--- src/rtl/shifter_rotator_pipe_if.sv ---
// Operand/result bus of the pipelined shifter: input op handshake, result handshake and flush.
interface shifter_rotator_pipe_if #(
    parameter int WIDTH = 32,
    parameter int TAG_W = 4
);
    localparam int SHW = $clog2(WIDTH);

    logic             flush;
    logic             in_valid;
    logic             in_ready;
    logic [WIDTH-1:0] in_data;
    logic [SHW-1:0]   in_amt;
    logic [2:0]       in_op;
    logic [TAG_W-1:0] in_tag;
    logic             out_valid;
    logic             out_ready;
    logic [WIDTH-1:0] out_data;
    logic [TAG_W-1:0] out_tag;
    logic             out_zero;

    modport slave (
        input  flush, in_valid, in_data, in_amt, in_op, in_tag, out_ready,
        output in_ready, out_valid, out_data, out_tag, out_zero
    );

    modport master (
        output flush, in_valid, in_data, in_amt, in_op, in_tag, out_ready,
        input  in_ready, out_valid, out_data, out_tag, out_zero
    );
endinterface

--- src/rtl/shifter_rotator_pipe.sv ---
// Fully pipelined barrel shifter/rotator: bit-reverse in, log2(WIDTH) left-shift stages, bit-reverse out.
module shifter_rotator_pipe #(
    parameter int WIDTH = 32,
    parameter int TAG_W = 4
) (
    input logic                   clk,
    input logic                   rst_n,
    shifter_rotator_pipe_if.slave bus
);
    localparam int SHW = $clog2(WIDTH);
    localparam int NS  = SHW + 1;

    // Index 0 is the input (reversed) stage, index k+1 holds the result of shift stage k.
    logic [WIDTH-1:0] dat_q [NS];
    logic [SHW-1:0]   amt_q [NS];
    logic [2:0]       op_q  [NS];
    logic [TAG_W-1:0] tag_q [NS];
    logic             sgn_q [NS];
    logic [NS:0]      vld_q;
    logic [WIDTH-1:0] out_data_q;
    logic [TAG_W-1:0] out_tag_q;
    logic             out_zero_q;

    logic [WIDTH-1:0] shf_d [SHW];
    logic [WIDTH-1:0] res_d;
    logic             stall;
    logic             accept;

    function automatic logic [WIDTH-1:0] bit_rev(input logic [WIDTH-1:0] x);
        logic [WIDTH-1:0] r;
        for (int i = 0; i < WIDTH; i++) r[i] = x[WIDTH-1-i];
        return r;
    endfunction

    assign stall        = vld_q[NS] & ~bus.out_ready;
    assign bus.in_ready = ~stall & ~bus.flush;
    assign accept       = bus.in_valid & bus.in_ready;

    // Right ops run in the reversed domain, so every stage only ever shifts left.
    always_comb begin
        for (int k = 0; k < SHW; k++) begin
            shf_d[k] = dat_q[k];
            if (amt_q[k][k]) begin
                if (op_q[k][1])
                    shf_d[k] = (dat_q[k] << (1 << k)) | (dat_q[k] >> (WIDTH - (1 << k)));
                else if (op_q[k][2] && op_q[k][0])
                    shf_d[k] = (dat_q[k] << (1 << k)) |
                               ({WIDTH{sgn_q[k]}} & ~({WIDTH{1'b1}} << (1 << k)));
                else
                    shf_d[k] = dat_q[k] << (1 << k);
            end
        end
    end

    assign res_d = op_q[SHW][0] ? bit_rev(dat_q[SHW]) : dat_q[SHW];

    always_ff @(posedge clk or negedge rst_n) begin
        if (!rst_n) begin
            vld_q      <= '0;
            out_data_q <= '0;
            out_tag_q  <= '0;
            out_zero_q <= 1'b0;
            for (int s = 0; s < NS; s++) begin
                dat_q[s] <= '0;
                amt_q[s] <= '0;
                op_q[s]  <= '0;
                tag_q[s] <= '0;
                sgn_q[s] <= 1'b0;
            end
        end else begin
            if (bus.flush)
                vld_q <= '0;
            else if (!stall)
                vld_q <= {vld_q[NS-1:0], accept};

            if (!stall) begin
                dat_q[0] <= bus.in_op[0] ? bit_rev(bus.in_data) : bus.in_data;
                amt_q[0] <= bus.in_amt;
                op_q[0]  <= bus.in_op;
                tag_q[0] <= bus.in_tag;
                sgn_q[0] <= bus.in_data[WIDTH-1];
                for (int s = 1; s < NS; s++) begin
                    dat_q[s] <= shf_d[s-1];
                    amt_q[s] <= amt_q[s-1];
                    op_q[s]  <= op_q[s-1];
                    tag_q[s] <= tag_q[s-1];
                    sgn_q[s] <= sgn_q[s-1];
                end
                out_data_q <= res_d;
                out_tag_q  <= tag_q[SHW];
                out_zero_q <= (res_d == '0);
            end
        end
    end

    assign bus.out_valid = vld_q[NS];
    assign bus.out_data  = out_data_q;
    assign bus.out_tag   = out_tag_q;
    assign bus.out_zero  = out_zero_q;
endmodule

--- src/flat_wrapper.sv ---
// flat-port wrapper written by rule: the top's interface ports become plain ports
module shifter_rotator_pipe_flat 
#(
    parameter int WIDTH = 32,
    parameter int TAG_W = 4
)
  (clk, rst_n, bus_flush, bus_in_valid, bus_in_data, bus_in_amt, bus_in_op, bus_in_tag, bus_out_ready, bus_in_ready, bus_out_valid, bus_out_data, bus_out_tag, bus_out_zero);
  shifter_rotator_pipe_if #(.WIDTH(WIDTH), .TAG_W(TAG_W)) bus_i ();
  input logic clk;
  input logic rst_n;
  input wire logic [$bits(bus_i.flush)-1:0] bus_flush;
  input wire logic [$bits(bus_i.in_valid)-1:0] bus_in_valid;
  input wire logic [$bits(bus_i.in_data)-1:0] bus_in_data;
  input wire logic [$bits(bus_i.in_amt)-1:0] bus_in_amt;
  input wire logic [$bits(bus_i.in_op)-1:0] bus_in_op;
  input wire logic [$bits(bus_i.in_tag)-1:0] bus_in_tag;
  input wire logic [$bits(bus_i.out_ready)-1:0] bus_out_ready;
  output wire logic [$bits(bus_i.in_ready)-1:0] bus_in_ready;
  output wire logic [$bits(bus_i.out_valid)-1:0] bus_out_valid;
  output wire logic [$bits(bus_i.out_data)-1:0] bus_out_data;
  output wire logic [$bits(bus_i.out_tag)-1:0] bus_out_tag;
  output wire logic [$bits(bus_i.out_zero)-1:0] bus_out_zero;
  assign bus_i.flush = bus_flush;
  assign bus_i.in_valid = bus_in_valid;
  assign bus_i.in_data = bus_in_data;
  assign bus_i.in_amt = bus_in_amt;
  assign bus_i.in_op = bus_in_op;
  assign bus_i.in_tag = bus_in_tag;
  assign bus_i.out_ready = bus_out_ready;
  assign bus_in_ready = bus_i.in_ready;
  assign bus_out_valid = bus_i.out_valid;
  assign bus_out_data = bus_i.out_data;
  assign bus_out_tag = bus_i.out_tag;
  assign bus_out_zero = bus_i.out_zero;
  shifter_rotator_pipe #(.WIDTH(WIDTH), .TAG_W(TAG_W)) u_core (.clk(clk), .rst_n(rst_n), .bus(bus_i));
endmodule
--- config.mk ---
export PLATFORM = sky130hd
export DESIGN_NAME = shifter_rotator_pipe_flat
export DESIGN_NICKNAME = d
export VERILOG_FILES = /design/src/rtl/shifter_rotator_pipe_if.sv /design/src/rtl/shifter_rotator_pipe.sv /design/src/flat_wrapper.sv
export SDC_FILE = /design/constraint.sdc
export NUM_CORES = 1
export LEC_CHECK = 0
export BUFFER_PORTS_ARGS = -buffer_cell sky130_fd_sc_hd__buf_2
export CAP_MARGIN = 20
export CORE_MARGIN = 1.5
export CORE_UTILIZATION = 40
export CTS_BUF_LIST = sky130_fd_sc_hd__clkbuf_4
export DETAILED_ROUTE_END_ITERATION = 8
export PLACE_DENSITY_LB_ADDON = 0.08
export SLEW_MARGIN = 20
export SYNTH_ARGS = -nofsm -noshare
export SYNTH_HDL_FRONTEND = slang
export SYNTH_SLANG_ARGS = --single-unit
--- constraint.sdc ---
create_clock -name clk -period 3.8 [get_ports clk]
set_input_delay 0.38 -clock clk [delete_from_list [all_inputs] [get_ports clk]]
set_output_delay 0.38 -clock clk [all_outputs]
set_load 0.01 [all_outputs]
==> metrics.md <==
| Metric | Value |
|---|---|
| Status | finished clean |
| Area grow syn2layout | 18.0% |
| CTS H-Tree Depth | 3 |
| Final clock skew | 0.0484 ns |
| Leading cell type in the layout, fill and taps excluded | nand2_1 |
| Ys Warns | 0 |
| GRT Total Usage | 17.5% |
| Remaining antenna violation count | 0 |
| Endpoint type of the worst setup path | output pin |
| Arrival time worst endpoint | 2.20 ns |
| Tightest Pin Transition | 1.08 ns |
| Hold Fails Final Rpt | 0 |
| Final setup fails | 0 |
| Clock Latency Late Sink | 0.68 ns |
| Vias in the first global route | 9532 |
| Sink Count | 296 |
| PD cells | 490 nW/um^2 |
| FMAX | 0.388 GHz |
| Largest net degree at the start of global routing | 126 |
| Detailed Place HPWL | 18.2 mm |
| Syn_area_per_cell | 9.84 um^2 |
| Seq cells post-synth | 296 |
| Final Util | 47.9% |
| Synth top area cells | dfrtp_1 (56%), mux2i_1 (15%), nand2_1 (12%), o21ai_0 (7.5%), buf_2 (1.7%) |
| Port Buffer Count | 87 |
| Initial antenna violation count | 1 |
| Power, Total | 0.00764 W |
| Met3 wire len | 1.12 mm |
| Initial Utilization | 40.6% |
| Drt initial violations | 376 |
| M1 WL | 13.6 mm |
| Worst-case clock buffer depth | 3 |
| I/O Pins | 88 |
| Startpoint Class | register |
| Slew HR | 27.8% |
| Drc violations | 0 |
| Final min period | 2.58 ns |
| Post-DP Area | 13900 um^2 |
| Final period util | 67.8% |
| CP Class | reg2out |
| Maximum VDD drop | 0.000198 V |
| Synthesized area | 13200 um^2 |
| WL per Instance | 14.1 um |
| Die X | 185 um |
| Rows | 66 |
| Clock Pin Slew Worst Setup and Hold Paths | 0.07 ns |
| WHS | 0.124 ns |
| DR vias | 9392 |
| Root Buffer | clkbuf_4 |
| Grt total ovfl | 0 |
| Metal2 WL | 12.8 mm |
| MaxCap Viol Count | 0 |
| Max layer used | met4 |
| CP Max Fanout | 33 |
| Leading area contributor after synthesis | dfrtp_1 |
| Post-route cell area | 15600 um^2 |
| Share of layout cells above drive strength 1 | 15.3% |
| Drt via density | 4.73 |
| Synth Net Count | 1392 |
| Clock buffer count from CTS | 80 |
| Cell count after synthesis | 1343 |
| Worst min-delay path class | in2reg |
| Most frequent cells in the layout | nand2_1 (432), dfrtp_1 (295), o21ai_0 (199), mux2i_1 (193), clkbuf_4 (119) |
| Slew Viols, Final | 0 |
| Final nets | 1543 |
| WP data required | 3.42 ns |
| Sequential element share of the synthesized area | 56.1% |
| Post-synth cell types | 30 |
| Routed WL | 28.1 mm |
| RSZ-0062 raised after global routing | no |
| GPL Wtd Cong | 0.734 |
| CORE AREA | 32500 um^2 |
| Top-area cell type share of the netlist area | 56.1% |
| Die H | 185 um |
| First-pass GRT wire length | 48.4 mm |
| Die ar. | 34100 um^2 |
| DRT Pass-1 Iters | 5 |
| TritonCTS clock tree | done |
| Setup TNS | 0 ns |
| P_leak | 7.05 nW |
| Quantity of gates resized following cts | 0 |
==> cell usage after synthesis, drive strengths merged <==
cell and instances:
a21o 2, o21ai 199, nand4 1, nand2 433, o2bb2ai 4, o31ai 24
nand4b 5, or4 1, clkbuf 30, nor2b 1, o211ai 1, nand2b 1
a21oi 33, nor2 34, a211oi 2, dfrtp 296, a221oi 1, and4b 1
nand3 3, buf 69, mux2i 193, nor3 3, and2 1, a22o 1
nor4 4
==> per-layer routing <==
layer	up-vias	global-route usage, %
met3	43	3.93
li1	4892	-
met4	0	6.63
met1	4285	23.3
met5	-	0
met2	172	27.8
==> flip-flops by register name, summed over array words and instances, names as in the netlist <==
register / cells
u_core.sgn_q: 5
u_core.dat_q: 192
u_core.amt_q: 15
u_core.bus.out_zero: 1
u_core.bus.out_data: 32
u_core.op_q: 16
u_core.tag_q: 24
u_core.bus.out_tag: 4
u_core.vld_q: 7
==> power by group <==
| group | switching, W | internal, W | leakage (nW) |
|---|---|---|---|
| clock network | 0.00128 | 0.00162 | 0.605 |
| logic | 0.000414 | 0.000408 | 2.97 |
| registers | 0.000375 | 0.00355 | 3.47 |
| total | 0.00207 | 0.00558 | 7.05 |
==> final cells by class <==
class / count / area, um^2
multi-input combinational: 948 / 5290
tap: 442 / 553
clock inverter: 12 / 128
timing repair buffer: 168 / 1310
clock buffer: 119 / 893
fill: 3228 / 17000
antenna: 1 / 2.50
sequential: 296 / 7410
==> cell families after synthesis <==
| logic type | Yosys count | share of synthesized area [%] |
|---|---|---|
| AOI/OAI and AO/OA | 267 | 10.9 |
| DFF | 296 | 56.1 |
| muxes | 193 | 14.6 |
| and+or+nand+nor | 488 | 14.5 |
| buffers and inverters | 99 | 3.97 |
==> critical path: stages (launching register included) <==
cell	delay (ns)
dfrtp_1	0.38
nor2b_4	0.65
buf_12	0.28
nor2_1	0.05
buf_2	0.14
==> metrics by stage <==
stage / setup slack (ns) / std cells
2_1_floorplan: 2.13 / 1343
3_3_place_gp: 1.80 / 1792
3_5_place_dp: 1.77 / 1792
4_1_cts: 1.13 / 1985
5_1_grt: 0.986 / 1986
6_report: 1.22 / 1986
==> path summary, 6_finish.rpt <==
path / from / end / slack (ns) / cells past startpoint
hold / removal: bus_out_ready / u_core.tag_q[5] / 0.12 / 4
setup / recovery: u_core.vld_q[6] / bus_in_ready / 1.22 / 4
setup reg to reg: u_core.vld_q[6] / u_core.vld_q[0] / 1.60 / 5
min in group asynchronous: rst_n / u_core.bus.out_tag[1] / 0.29 / 2
hold reg to reg: u_core.tag_q[9] / u_core.tag_q[5] / 0.46 / 2
max in group asynchronous: rst_n / u_core.dat_q[59] / 2.51 / 3
==> timing repair <==
action / CTS / global route
hold endpoints to repair: 129 / 0
buffers inserted: 0 / 0
hold buffers: 62 / 0
Power figures use the tool's default switching activity.
